**config.mk**
```make
export PLATFORM = sky130hd
export DESIGN_NAME = cpu_inst_encoder
export DESIGN_NICKNAME = d
export VERILOG_FILES = /design/src/rtl/cpu_isa_pkg.sv /design/src/rtl/cpu_inst_pack.sv /design/src/rtl/cpu_inst_encoder.sv
export SDC_FILE = /design/constraint.sdc
export NUM_CORES = 1
export LEC_CHECK = 0
export BUFFER_PORTS_ARGS = -buffer_cell sky130_fd_sc_hd__buf_2
export CAP_MARGIN = 20
export CORE_MARGIN = 4
export CORE_UTILIZATION = 54
export DETAILED_ROUTE_END_ITERATION = 10
export PLACE_DENSITY = 0.85
export SYNTH_ARGS = -nofsm -noshare
export SYNTH_HDL_FRONTEND = slang
export SYNTH_SLANG_ARGS = --single-unit
```
**constraint.sdc**
```tcl
create_clock -name clk -period 4.3 [get_ports clk]
set_input_delay 0.43 -clock clk [delete_from_list [all_inputs] [get_ports clk]]
set_output_delay 0.43 -clock clk [all_outputs]
set_load 0.01 [all_outputs]
```
**src/rtl/cpu_isa_pkg.sv**
```systemverilog
// Shared ISA definitions for the instruction encoder and (later) the decoder:
// op enum, opcode/funct constants, field positions and a word-assembly helper.
package cpu_isa_pkg;

  typedef enum logic [3:0] {
    OP_ADD = 4'd0,
    OP_SUB = 4'd1,
    OP_AND = 4'd2,
    OP_OR  = 4'd3,
    OP_XOR = 4'd4,
    OP_SW  = 4'd5,
    OP_LW  = 4'd6,
    OP_J   = 4'd7,
    OP_MOV = 4'd8,
    OP_SLL = 4'd9,
    OP_CMP = 4'd10,
    OP_BBT = 4'd11
  } op_e;

  localparam logic [5:0] OPC_RTYPE = 6'b000000;
  localparam logic [5:0] OPC_SW    = 6'b101011;
  localparam logic [5:0] OPC_LW    = 6'b100011;
  localparam logic [5:0] OPC_J     = 6'b000010;
  localparam logic [5:0] OPC_CMP   = 6'b111110;
  localparam logic [5:0] OPC_BBT   = 6'b111111;

  localparam logic [5:0] FN_ADD = 6'b100000;
  localparam logic [5:0] FN_SUB = 6'b100010;
  localparam logic [5:0] FN_AND = 6'b100100;
  localparam logic [5:0] FN_OR  = 6'b100101;
  localparam logic [5:0] FN_XOR = 6'b100110;
  localparam logic [5:0] FN_SLL = 6'b000000;

  localparam logic [10:0] LOW_MOV = 11'b00000001010;
  localparam logic [10:0] LOW_CMP = 11'b00000000000;

  localparam int OPC_LSB   = 26;
  localparam int RS_LSB    = 21;
  localparam int RT_LSB    = 16;
  localparam int RD_LSB    = 11;
  localparam int SHAMT_LSB = 6;

  // opcode | rs | rt | low16, where low16 is either imm16 or {rd, low11}
  function automatic logic [31:0] enc_i(logic [5:0] opc, logic [4:0] rs,
                                        logic [4:0] rt, logic [15:0] low);
    logic [31:0] w;
    w = '0;
    w[OPC_LSB +: 6] = opc;
    w[RS_LSB +: 5]  = rs;
    w[RT_LSB +: 5]  = rt;
    w[15:0]         = low;
    return w;
  endfunction

endpackage

```
**src/rtl/cpu_inst_pack.sv**
```systemverilog
// Combinational encoder: symbolic op plus register/immediate fields to the
// 32-bit instruction word; valid is low for the unassigned op codes 12-15.
module cpu_inst_pack
  import cpu_isa_pkg::*;
(
  input  logic [3:0]  op,
  input  logic [4:0]  rs,
  input  logic [4:0]  rt,
  input  logic [4:0]  rd,
  input  logic [25:0] imm,
  output logic [31:0] word,
  output logic        valid
);

  logic [4:0] shamt;
  assign shamt = imm[4:0];

  always_comb begin
    word  = '0;
    valid = 1'b1;
    case (op_e'(op))
      OP_ADD: word = enc_i(OPC_RTYPE, rs, rt, {rd, 5'b0, FN_ADD});
      OP_SUB: word = enc_i(OPC_RTYPE, rs, rt, {rd, 5'b0, FN_SUB});
      OP_AND: word = enc_i(OPC_RTYPE, rs, rt, {rd, 5'b0, FN_AND});
      OP_OR:  word = enc_i(OPC_RTYPE, rs, rt, {rd, 5'b0, FN_OR});
      OP_XOR: word = enc_i(OPC_RTYPE, rs, rt, {rd, 5'b0, FN_XOR});
      OP_SW:  word = enc_i(OPC_SW, rs, rt, imm[15:0]);
      OP_LW:  word = enc_i(OPC_LW, rs, rt, imm[15:0]);
      OP_J:   word = {OPC_J, imm};
      OP_MOV: word = enc_i(OPC_RTYPE, rs, rt, {rd, LOW_MOV});
      // the decoder expects rs == 0 for shifts
      OP_SLL: word = enc_i(OPC_RTYPE, 5'd0, rt, {rd, shamt, FN_SLL});
      OP_CMP: word = enc_i(OPC_CMP, rs, rt, {rd, LOW_CMP});
      OP_BBT: word = enc_i(OPC_BBT, rs, rt, imm[15:0]);
      default: valid = 1'b0;
    endcase
  end

endmodule

```
**src/rtl/cpu_inst_encoder.sv**
```systemverilog
// Instruction-memory loader: takes one symbolic instruction per handshake,
// encodes it and writes it to consecutive addresses from a programmable base.
//
// state   | meaning
// IDLE    | no session since reset; waiting for start
// LOAD    | session open; requests accepted while not full
// DONE    | session closed by last/DEPTH; outputs hold until next start
module cpu_inst_encoder
  import cpu_isa_pkg::*;
#(
  parameter int ADDR_W = 8,
  parameter int DEPTH  = 256
) (
  input  logic              clk,
  input  logic              resetn,
  input  logic              start,
  input  logic [ADDR_W-1:0] base_addr,
  input  logic              req_valid,
  output logic              req_ready,
  input  logic [3:0]        req_op,
  input  logic [4:0]        req_rs,
  input  logic [4:0]        req_rt,
  input  logic [4:0]        req_rd,
  input  logic [25:0]       req_imm,
  input  logic              req_last,
  output logic              im_wen,
  output logic [ADDR_W-1:0] im_addr,
  output logic [31:0]       im_wdata,
  output logic              busy,
  output logic              done,
  output logic              full,
  output logic              err,
  output logic [ADDR_W:0]   count
);

  typedef enum logic [1:0] {ST_IDLE, ST_LOAD, ST_DONE} state_e;

  localparam logic [ADDR_W:0]   DEPTH_CNT = (ADDR_W+1)'(DEPTH);
  localparam logic [ADDR_W+1:0] DEPTH_EXT = (ADDR_W+2)'(DEPTH);

  state_e            state;
  logic [ADDR_W-1:0] ptr;
  logic [31:0]       pack_word;
  logic              pack_ok;
  logic              accept;
  logic              reach_depth;
  logic [ADDR_W+1:0] words_after;

  cpu_inst_pack u_pack (
    .op    (req_op),
    .rs    (req_rs),
    .rt    (req_rt),
    .rd    (req_rd),
    .imm   (req_imm),
    .word  (pack_word),
    .valid (pack_ok)
  );

  assign full      = (count == DEPTH_CNT);
  assign req_ready = (state == ST_LOAD) && !full;
  assign accept    = req_valid && req_ready;
  assign busy      = (state == ST_LOAD) || im_wen;
  assign done      = (state == ST_DONE);

  // count lags the accept by one cycle, so a still-pending write counts too
  assign words_after = {1'b0, count} + (ADDR_W+2)'(im_wen) + (ADDR_W+2)'(1);
  assign reach_depth = pack_ok && (words_after == DEPTH_EXT);

  always_ff @(posedge clk or negedge resetn) begin
    if (!resetn) begin
      state    <= ST_IDLE;
      ptr      <= '0;
      count    <= '0;
      err      <= 1'b0;
      im_wen   <= 1'b0;
      im_addr  <= '0;
      im_wdata <= '0;
    end else begin
      im_wen <= 1'b0;
      if (im_wen) count <= count + (ADDR_W+1)'(1);
      unique case (state)
        ST_IDLE, ST_DONE: begin
          if (start) begin
            state <= ST_LOAD;
            ptr   <= base_addr;
            count <= '0;
            err   <= 1'b0;
          end
        end
        ST_LOAD: begin
          if (accept) begin
            if (pack_ok) begin
              im_wen   <= 1'b1;
              im_addr  <= ptr;
              im_wdata <= pack_word;
              ptr      <= ptr + ADDR_W'(1);
            end else begin
              err <= 1'b1;
            end
            if (req_last || reach_depth) state <= ST_DONE;
          end
        end
        default: state <= ST_IDLE;
      endcase
    end
  end

endmodule

```
==> insert_results.sql, run 1 <==
INSERT INTO impl_metrics (metric_group, metric, value, unit) VALUES
('run_status', 'status', 'finished clean', ''),
('drt', 'drt-initial-drc-count', '186', ''),
('floorplanning', 'io_pins', '113', ''),
('clock_tree', 'cts_buffers', '9', ''),
('clock_tree', 'tritoncts_num_sinks', '60', ''),
('place', 'place.gp.congestion', '0.907', ''),
('setup_path', 'cp_num_buf_inv', '0', ''),
('yosys', 'post_synth_most_frequent_cells', '60 x sky130_fd_sc_hd__dfrtp_1, 58 x sky130_fd_sc_hd__nand2_1, 47 x sky130_fd_sc_hd__nor2_1', ''),
('floorplanning', 'fp-row-count', '27', ''),
('layout', 'final_nets', '527', ''),
('timing', 'timing.final.hold_violations', '0', ''),
('clock_tree', 'cts.repair.resized', '0', ''),
('timing', 'final-max-slew-violation-count', '0', ''),
('global_routing', 'track_usage', '25.4', '%'),
('layout', 'antenna-diode-count', '0', ''),
('setup_path', 'timing.rr.start', 'count[3]', ''),
('pwr', 'power_leakage', '1.95', 'nW'),
('setup_path', 'crit_path_max_incr_delay', '800', 'ps'),
('global_routing', 'global_route_wire_length_before_repair', '15.0', 'mm'),
('setup_path', 'critical_path_arrival', '2960', 'ps'),
('clock_tree', 'clk_root_buffer_cell', 'sky130_fd_sc_hd__clkbuf_8', ''),
('yosys', 'synth_top_family_by_area', 'simple AND/OR/NAND/NOR gates', ''),
('yosys', 'synth_cells', '359', ''),
('setup_path', 'crit_fanout', '38', ''),
('drt', 'average_wire_per_standard_cell', '16.2', 'um'),
('yosys', 'post_syn_area', '3230', 'um^2'),
('setup_path', 'worst_setup_path_start_kind', 'flip-flop', ''),
('clock_tree', 'ctsLongestPathBuffers', '2', ''),
('layout', 'multi_input_area', '1560', 'um^2'),
('yosys', 'netlist.top_cell.by_area', 'sky130_fd_sc_hd__dfrtp_1', ''),
('yosys', 'synth_seq_area_share', '46.5', '%'),
('yosys', 'avg_cell_area_syn', '9.00', 'um^2'),
('setup_path', 'r2r_end', 'ptr[5]', ''),
('setup_path', 'critical_path_required', '4500', 'ps'),
('setup_path', 'r2r_cells', '5', ''),
('place', 'hpwlAfterDp', '6.24', 'mm'),
('pwr', 'vdd_drop_max', '0.381', 'mV'),
('drt', 'drc', '0', ''),
('timing', 'setup_tns', '0', 'ps'),
('timing', 'grt_setup_unrepaired', 'false', ''),
('layout', 'final-seq-area', '1500', 'um^2'),
('yosys', 'number_of_unique_standard_cell_types_used_by_synthesis', '49', ''),
('setup_path', 'timing.critical_path.slowest_stage_cell', 'sky130_fd_sc_hd__o2111ai_4', ''),
('pwr', 'cellPowerDensity', '660', 'nW/um^2'),
('setup_path', 'timing.critical_path.cells', 'or4_4, o2111ai_4, o21ai_2, a21oi_1, a21oi_1', ''),
('timing', 'timing.final.crit_share', '64.2', '%'),
('yosys', 'synth_xor_xnor_area_share', '2.17', '%'),
('floorplanning', 'die_h', '85.3', 'um'),
('setup_path', 'timing.critical_path.to_type', 'flip-flop', ''),
('yosys', 'post_synth_mux_area_share', '1.24', '%'),
('timing', 'whs', '210', 'ps'),
('layout', 'fillerInstances', '481', ''),
('clock_tree', 'clock_transition_time_at_the_flip_flop_clock_pins_of_the_worst_setup_and_hold_paths', '70', 'ps'),
('setup_path', 'cpLargestDelayFamily', 'compound AO/OA/AOI/OAI gates', ''),
('setup_path', 'timing.critical_path.mode_cell', 'sky130_fd_sc_hd__a21oi_1', ''),
('yosys', 'yosysWarnings', '0', ''),
('floorplanning', 'design.core.area', '5640', 'um^2'),
('clock_tree', 'htreeDepth', '3', ''),
('global_routing', 'grt_pass1_vias', '3125', ''),
('floorplanning', 'initial_core_utilization', '57.2', '%'),
('layout', 'area_growth_syn_to_layout', '23.5', '%'),
('floorplanning', 'fp.dieArea', '7280', 'um^2'),
('drt', 'dr.pass1.iters', '4', ''),
('setup_path', 'critical_path_class', 'flip-flop to flip-flop', ''),
('yosys', 'synth-seq-cells', '60', ''),
('clock_tree', 'worstSkewPairLatency', '350', 'ps'),
('yosys', 'synthArstFlopShare', '100', '%'),
('layout', 'drive_above_1_share', '33.5', '%'),
('yosys', 'synth_enable_flop_cells', '0', ''),
('global_routing', 'maximum_number_of_pins_on_one_net_before_global_route_repair', '61', ''),
('yosys', 'syn_nets', '423', '');
per-layer routing:
layer  up-vias  global-route usage (%)  routed length [um]
met5         -                       0                   0
met3        12                    7.38                 795
met1      1481                    31.7                3560
li1       1468                       -                   -
met2       137                    42.2                4280
met4         0                    8.92                 122
state kept, by name, indices dropped and copies added (netlist names):
register  cells
ptr           8
im_wdata     31
state         2
im_wen        1
err           1
count         9
im_addr       8
cells in the final DEF (no fill, tap or decap), drive strengths merged, types with 3 or more instances in the layout:
cell type / synthesis / routed
nand2b: 5 / 5
nand3: 14 / 14
mux2i: 4 / 4
buf: 12 / 114
dfrtp: 60 / 60
a31oi: 3 / 3
o211ai: 3 / 3
nand2: 58 / 58
o22ai: 4 / 4
a221oi: 21 / 21
o21ai: 15 / 15
clkbuf: 9 / 10
nor2b: 4 / 4
ha: 6 / 6
a21oi: 25 / 25
xnor2: 3 / 3
nor2: 66 / 66
and3: 3 / 3
xor2: 5 / 5
inv: 9 / 10
layout make-up:
class | count | area share [%]
clock inverters | 6 | 2.17
well taps | 72 | 2.26
repair buffers | 114 | 14.4
clock buffers | 10 | 3.45
multi-input cells | 269 | 39.1
inverters | 9 | 0.910
flip-flops and latches | 60 | 37.7
kinds of logic after synthesis:
group           Yosys count
flops                    60
simple gates            167
compound gates           84
fa+ha+maj                 6
buf+inv                  30
xor+xnor                  8
mux                       4
worst register-to-register path: cells and delay by family, from the launching register on:
family             cells  cell delay (ps)
DFF                    1              490
and+or+nand+nor        1              600
AOI/OAI and AO/OA      4             1510
per-stage QoR:
step / std cells / total power [W] / cell area (um^2) / utilization [%]
floorplan: 359 / 0.00168 / 3230 / -
global route: 540 / 0.00283 / 3990 / 70.7
detailed placement: 524 / 0.00206 / 3760 / 66.7
CTS: 540 / 0.00264 / 3990 / 70.7
finish: 540 / 0.00263 / 3990 / 70.7
global placement: 524 / 0.00202 / 3760 / 66.7
worst max-delay path by stage:
| stage | from | to | slack, ps | cells after the start |
|---|---|---|---|---|
| 3_5_place_dp | count[3] | im_wdata[27] | 1600 | 4 |
| 3_3_place_gp | count[3] | im_wdata[27] | 1640 | 4 |
| 4_1_cts | count[3] | im_wdata[27] | 1580 | 4 |
| 2_1_floorplan | count[3] | req_ready | 2390 | 4 |
| 5_1_grt | count[3] | ptr[2] | 1320 | 5 |
| 6_report | count[3] | ptr[5] | 1540 | 5 |
power by group:
| group | internal, W | leakage (nW) | switching, W |
|---|---|---|---|
| logic | 0.000434 | 1.11 | 0.000608 |
| clock network | 0.000342 | 0.113 | 0.000240 |
| registers | 0.000809 | 0.727 | 0.000200 |
No activity file was read; power rests on OpenSTA's default activity.
==> run 2: changes to the inputs <==
--- a/config.mk
+++ b/config.mk
@@ -8,9 +8,9 @@
 export BUFFER_PORTS_ARGS = -buffer_cell sky130_fd_sc_hd__buf_2
 export CAP_MARGIN = 20
 export CORE_MARGIN = 4
-export CORE_UTILIZATION = 54
+export CORE_UTILIZATION = 45
 export DETAILED_ROUTE_END_ITERATION = 10
-export PLACE_DENSITY = 0.85
+export PLACE_DENSITY = 0.76
 export SYNTH_ARGS = -nofsm -noshare
 export SYNTH_HDL_FRONTEND = slang
 export SYNTH_SLANG_ARGS = --single-unit
==> constraint.sdc (replaced) <==
create_clock -name clk -period 2.4 [get_ports clk]
set_input_delay 0.24 -clock clk [delete_from_list [all_inputs] [get_ports clk]]
set_output_delay 0.24 -clock clk [all_outputs]
set_load 0.01 [all_outputs]
==> run 2 against run 1 <==
Effect of this change: non-clock buffer count is 6 higher; total power up 70%; sequential power rose by 77%; critical path type is now flip-flop to output pin; highest routed layer unchanged; clock power is 37% higher; wire length is 0.63% lower; via count fell by 2.0%; count of clock-buffer cells in the layout is 3 higher; clock skew fell by 4.0 ps.
==> insert_results.sql, run 2 (synthesis results as in run 1) <==
INSERT INTO impl_metrics (metric_group, metric, value, unit) VALUES
('pwr', 'cellPowerDensity', '1120', 'nW/um^2'),
('flow_run', 'max_cap_viol_count', '0', ''),
('floorplanning', 'fp.dieArea', '8600', 'um^2'),
('setup_path', 'timing.critical_path.to_type', 'output pin', ''),
('layout', 'drive_above_1_share', '33.8', '%'),
('layout', 'antenna-diode-count', '0', ''),
('global_routing', 'global_route_wire_length_before_repair', '14.5', 'mm'),
('clock_tree', 'ctsLongestPathBuffers', '2', ''),
('floorplanning', 'fp-row-count', '30', ''),
('layout', 'utilization', '58.3', '%'),
('layout', 'layout.cell_area.non_filler', '4010', 'um^2'),
('timing', 'timing.final.hold_violations', '0', ''),
('drt', 'detail-route-antenna-nets', '0', ''),
('clock_tree', 'cts_hold_repair.buffers', '0', ''),
('pwr', 'vdd_drop_max', '0.555', 'mV'),
('pwr', 'power_leakage', '1.95', 'nW'),
('clock_tree', 'cts_buffers', '9', ''),
('place', 'hpwlAfterDp', '6.50', 'mm'),
('global_routing', 'grt-ovfl-total', '0', ''),
('floorplanning', 'floorplan.die.width', '92.7', 'um'),
('floorplanning', 'design.core.area', '6870', 'um^2'),
('layout', 'final_cell_count_no_fill', '569', ''),
('place', 'placed_cells_incl_taps', '554', ''),
('layout', 'layout.cells.most_common_list', '112 x sky130_fd_sc_hd__buf_2, 60 x sky130_fd_sc_hd__dfrtp_1, 58 x sky130_fd_sc_hd__nand2_1', ''),
('layout', 'largest_register_ffs', '31', ''),
('clock_tree', 'clock_transition_time_at_the_flip_flop_clock_pins_of_the_worst_setup_and_hold_paths', '60', 'ps'),
('timing', 'finalClockSkew', '4.69', 'ps'),
('setup_path', 'critical_path_class', 'flip-flop to output pin', ''),
('drt', 'routed_wl', '8.70', 'mm'),
('drt', 'dr.pass1.iters', '4', ''),
('floorplanning', 'die_h', '92.7', 'um'),
('timing', 'whs', '20.5', 'ps'),
('setup_path', 'critical_path_required', '2160', 'ps'),
('hold_path', 'hold_path.class', 'input pin to asynchronous set/reset pin', ''),
('clock_tree', 'tritoncts', 'built', ''),
('timing', 'timing.fmax', '0.466', 'GHz'),
('drt', 'dr_total_vias', '3035', ''),
('clock_tree', 'cts.repair.resized', '0', ''),
('place', 'placed_cell_area', '3840', 'um^2'),
('drt', 'drt-initial-drc-count', '120', ''),
('layout', 'multi_input_area', '1560', 'um^2'),
('clock_tree', 'worstSkewPairLatency', '330', 'ps'),
('floorplanning', 'initial_core_utilization', '47.0', '%'),
('setup_path', 'timing.rr.start', 'count[4]', ''),
('timing', 'timing.final.crit_share', '89.5', '%'),
('clock_tree', 'cts_setup_buffers', '0', ''),
('layout', 'fillerInstances', '631', ''),
('global_routing', 'maximum_number_of_pins_on_one_net_before_global_route_repair', '39', ''),
('place', 'place.gp.congestion', '0.853', ''),
('setup_path', 'worst_setup_path_start_kind', 'flip-flop', ''),
('timing', 'final_period_minus_worst_setup_slack', '2150', 'ps'),
('clock_tree', 'clk_root_buffer_cell', 'sky130_fd_sc_hd__clkbuf_8', ''),
('timing', 'setup-violations-final', '0', ''),
('layout', 'reg.largest.list', 'im_wdata x31, count x9', ''),
('layout', 'final-seq-area', '1500', 'um^2'),
('layout', 'regMostFlops', 'im_wdata', ''),
('setup_path', 'crit_fanout', '9', ''),
('setup_path', 'critical_path_arrival', '1910', 'ps'),
('timing', 'final-max-slew-violation-count', '0', ''),
('drt', 'average_wire_per_standard_cell', '15.3', 'um'),
('timing', 'grt_setup_unrepaired', 'false', ''),
('global_routing', 'track_usage', '21.2', '%'),
('layout', 'final_nets', '533', ''),
('run_status', 'status', 'finished clean', ''),
('clock_tree', 'tritoncts_num_sinks', '60', ''),
('place', 'port_buffers', '112', ''),
('drt', 'viasPerCell', '5.33', ''),
('floorplanning', 'io_pins', '113', ''),
('timing', 'tightestPinTransition', '865', 'ps'),
('setup_path', 'r2r_slack', '370', 'ps'),
('setup_path', 'r2r_end', 'ptr[0]', ''),
('timing', 'slew_headroom', '42.3', '%'),
('layout', 'layout.cells.most_common', 'sky130_fd_sc_hd__buf_2', ''),
('setup_path', 'r2r_cells', '5', ''),
('timing', 'setup_tns', '0', 'ps'),
('global_routing', 'antenna_found_initial', '0', ''),
('layout', 'area_growth_syn_to_layout', '24.1', '%'),
('clock_tree', 'htreeDepth', '3', ''),
('global_routing', 'grt_pass1_vias', '2935', ''),
('drt', 'drc', '0', '');
==> run 2: cell type report <==
class	instances	area share, %
inverters	9	0.905
well taps	96	3.00
clock buffers	13	3.97
multi-input cells	269	38.9
flip-flops and latches	60	37.5
repair buffers	120	15.5
clock inverters	2	0.250
==> run 2: stage by stage <==
stage / setup WS [ps] / total power, W
final: 252 / 0.00447
after global routing: 155 / 0.00485
after CTS: 237 / 0.00452
after detailed placement: 388 / 0.00371
after global placement: 476 / 0.00365
after floorplan: 509 / 0.00301
==> run 2: critical path: stages, from the launching register on <==
cell and delay (ps):
sky130_fd_sc_hd__dfrtp_1 500, sky130_fd_sc_hd__or4_4 570, sky130_fd_sc_hd__nor2_1 260, sky130_fd_sc_hd__nor2_1 100
sky130_fd_sc_hd__buf_2 150
==> run 2: power by group <==
| part | switching [W] | internal (W) | total (W) |
|---|---|---|---|
| Sequential | 0.000341 | 0.00145 | 0.00179 |
| Clock | 0.000374 | 0.000423 | 0.000797 |
| Combinational | 0.00109 | 0.000794 | 0.00189 |
==> run 2: worst max-delay path by stage <==
stage,startpoint,to,slack (ps),cells after the start
after CTS,count[4],req_ready,240,4
final,count[4],req_ready,250,4
after global placement,count[6],im_wdata[27],480,4
after floorplan,count[3],im_wdata[10],510,8
after global routing,count[1],req_ready,160,6
after detailed placement,im_wen,state[0],390,9
==> run 2: layer usage <==
metal	up-vias	part of all wire, %	track usage [%]
met2	115	46	33.2
met4	0	1.6	8.30
li1	1480	-	-
met3	10	7.1	4.63
met5	-	0	0
met1	1430	46	28.8
==> run 3: changes to the inputs <==
--- a/config.mk
+++ b/config.mk
@@ -9,8 +9,9 @@
 export CAP_MARGIN = 20
 export CORE_MARGIN = 4
 export CORE_UTILIZATION = 45
+export CTS_BUF_LIST = sky130_fd_sc_hd__clkbuf_8 sky130_fd_sc_hd__clkbuf_16
 export DETAILED_ROUTE_END_ITERATION = 10
-export PLACE_DENSITY = 0.76
+export PLACE_DENSITY = 0.79
 export SYNTH_ARGS = -nofsm -noshare
 export SYNTH_HDL_FRONTEND = slang
 export SYNTH_SLANG_ARGS = --single-unit
==> run 3 against run 2 <==
Effect of this change: the run now ends with hold timing left; die area unchanged; non-clock buffer count rose by 2; final area increased by 1.7%; largest cell class unchanged.
==> insert_results.sql, run 3 (synthesis results as in run 1) <==
INSERT INTO impl_metrics (metric_group, metric, value, unit) VALUES
('run_status', 'status', 'finished, violations left', ''),
('run_status', 'violations_in_the_final_reports', 'hold timing', ''),
('pwr', 'share_comb_of_total_power', '40.2', '%'),
('pwr', 'vdd_drop_max', '0.608', 'mV'),
('clock_tree', 'clk_root_buffer_cell', 'sky130_fd_sc_hd__clkbuf_8', ''),
('pwr', 'switchingPower', '0.00187', 'W'),
('timing', 'timing.fmax', '0.454', 'GHz'),
('timing', 'grt_setup_unrepaired', 'false', ''),
('clock_tree', 'cts.repair.resized', '0', ''),
('layout', 'final_nets', '535', ''),
('global_routing', 'maximum_number_of_pins_on_one_net_before_global_route_repair', '38', ''),
('layout', 'area_growth_syn_to_layout', '26.2', '%'),
('layout', 'utilization', '59.3', '%'),
('setup_path', 'worst_setup_path_start_kind', 'flip-flop', ''),
('clock_tree', 'worstSkewPairLatency', '350', 'ps'),
('setup_path', 'crit_fanout', '6', ''),
('drt', 'dr.pass1.iters', '4', ''),
('layout', 'antenna-diode-count', '0', ''),
('clock_tree', 'ctsLongestPathBuffers', '2', ''),
('drt', 'routed_wl', '8.81', 'mm'),
('drt', 'drc', '0', ''),
('clock_tree', 'tritoncts', 'built', ''),
('setup_path', 'critical_path_arrival', '2420', 'ps'),
('pwr', 'cellPowerDensity', '1160', 'nW/um^2'),
('pwr', 'share_clk_of_total_power', '21.7', '%'),
('pwr', 'power_leakage', '1.98', 'nW'),
('timing', 'whs', '-6.91', 'ps'),
('drt', 'average_wire_per_standard_cell', '15.4', 'um'),
('global_routing', 'global_route_wire_length_before_repair', '14.5', 'mm'),
('setup_path', 'r2r_slack', '200', 'ps'),
('timing', 'finalClockSkew', '12.2', 'ps'),
('clock_tree', 'tritoncts_num_sinks', '60', ''),
('setup_path', 'timing.critical_path.slowest_stage_cell', 'sky130_fd_sc_hd__dfrtp_1', ''),
('hold_path', 'hold_path.class', 'input pin to asynchronous set/reset pin', ''),
('layout', 'drive_above_1_share', '34.7', '%'),
('pwr', 'pwr-share-seq', '38.1', '%'),
('timing', 'slew_headroom', '39.5', '%'),
('global_routing', 'grt_pass1_vias', '3081', ''),
('setup_path', 'critical_path_class', 'flip-flop to flip-flop', ''),
('floorplanning', 'floorplan.die.width', '92.7', 'um'),
('drt', 'viasPerCell', '5.36', ''),
('place', 'place.gp.congestion', '0.858', ''),
('floorplanning', 'io_pins', '113', ''),
('pwr', 'power_switching_share', '39.8', '%'),
('timing', 'timing.final.hold_violations', '15', ''),
('global_routing', 'grt-ovfl-total', '0', ''),
('clock_tree', 'htreeDepth', '3', ''),
('clock_tree', 'cts_hold_repair.buffers', '0', ''),
('flow_run', 'max_cap_viol_count', '0', ''),
('timing', 'final-max-slew-violation-count', '0', ''),
('clock_tree', 'cts_buffers', '9', ''),
('layout', 'regMostFlops', 'im_wdata', ''),
('drt', 'detail-route-antenna-nets', '0', ''),
('setup_path', 'cp_num_buf_inv', '2', ''),
('setup_path', 'timing.critical_path.to_type', 'flip-flop', ''),
('clock_tree', 'clock_transition_time_at_the_flip_flop_clock_pins_of_the_worst_setup_and_hold_paths', '70', 'ps'),
('clock_tree', 'cts_setup_buffers', '0', ''),
('timing', 'tightestPinTransition', '899', 'ps'),
('global_routing', 'antenna_found_initial', '0', ''),
('place', 'hpwlAfterDp', '6.65', 'mm'),
('timing', 'final_period_minus_worst_setup_slack', '2200', 'ps'),
('floorplanning', 'die_h', '92.7', 'um'),
('floorplanning', 'design.core.area', '6870', 'um^2'),
('drt', 'dr_total_vias', '3067', ''),
('place', 'port_buffers', '112', ''),
('floorplanning', 'fp.dieArea', '8600', 'um^2'),
('setup_path', 'critical_path_required', '2620', 'ps'),
('setup_path', 'timing.critical_path.cells', 'inv_1, ha_1, inv_1, ha_1, and3b_1, o21ai_0, mux2i_1, a41oi_1, a211o_1', ''),
('layout', 'largest_register_ffs', '31', ''),
('pwr', 'cell_internal_pwr', '0.00284', 'W'),
('setup_path', 'crit_path_max_incr_delay', '480', 'ps'),
('floorplanning', 'initial_core_utilization', '47.0', '%'),
('layout', 'layout.cells.most_common', 'sky130_fd_sc_hd__buf_2', ''),
('setup_path', 'cpLargestDelayFamily', 'compound AO/OA/AOI/OAI gates', ''),
('timing', 'timing.final.crit_share', '91.7', '%'),
('global_routing', 'track_usage', '21.4', '%'),
('floorplanning', 'fp-row-count', '30', ''),
('timing', 'setup_tns', '0', 'ps'),
('timing', 'setup-violations-final', '0', ''),
('layout', 'reg.largest.list', 'im_wdata x31, count x9', ''),
('drt', 'drt-initial-drc-count', '151', ''),
('layout', 'layout.cells.most_common_list', '112 x sky130_fd_sc_hd__buf_2, 60 x sky130_fd_sc_hd__dfrtp_1, 58 x sky130_fd_sc_hd__nand2_1', '');
## run 3: cell type report
class,instances,area (um^2)
Timing Repair Buffer,122,636
Tap cell,96,120
Fill cell,639,2790
Sequential cell,60,1500
Clock inverter,7,98.8
Clock buffer,9,124
Multi-Input combinational cell,269,1560
Inverter,9,36.3
## run 3: metal layers
| metal | vias to the layer above | track usage [%] | wire [um] |
|---|---|---|---|
| met5 | - | 0 | 0 |
| met4 | 0 | 7.45 | 166 |
| met3 | 13 | 6.42 | 780 |
| met2 | 129 | 34.3 | 4140 |
| met1 | 1442 | 27.6 | 3730 |
| li1 | 1483 | - | - |
## run 3: through the flow
step	total power [W]	worst slack (ps)	instances	hold slack, ps	instance area (um^2)
after global placement	0.00365	256	556	378	3850
final	0.00471	199	572	-6.91	4080
after global routing	0.00510	35.9	572	39.8	4080
after CTS	0.00476	204	572	0.0988	4080
after detailed placement	0.00372	199	556	382	3850
after floorplan	0.00301	509	359	-55.6	3230
## run 3: worst paths after layout
check                      cells past startpoint         from          end
max                                            9       im_wen     state[0]
min                                            1       resetn     count[7]
max reg2reg                                    9       im_wen     state[0]
min reg2reg                                    2  im_wdata[5]  im_wdata[5]
max in group asynchronous                      2       resetn  im_wdata[0]
min in group clk                               2        start          err
## run 3: power by group through the flow
stage                     registers, W  clock network (W)  logic (W)
after floorplan                0.00193                  0    0.00108
after global placement         0.00179                  0    0.00186
after detailed placement       0.00180                  0    0.00192
after CTS                      0.00179            0.00105    0.00192
after global routing           0.00185            0.00110    0.00215
final                          0.00179            0.00102    0.00190
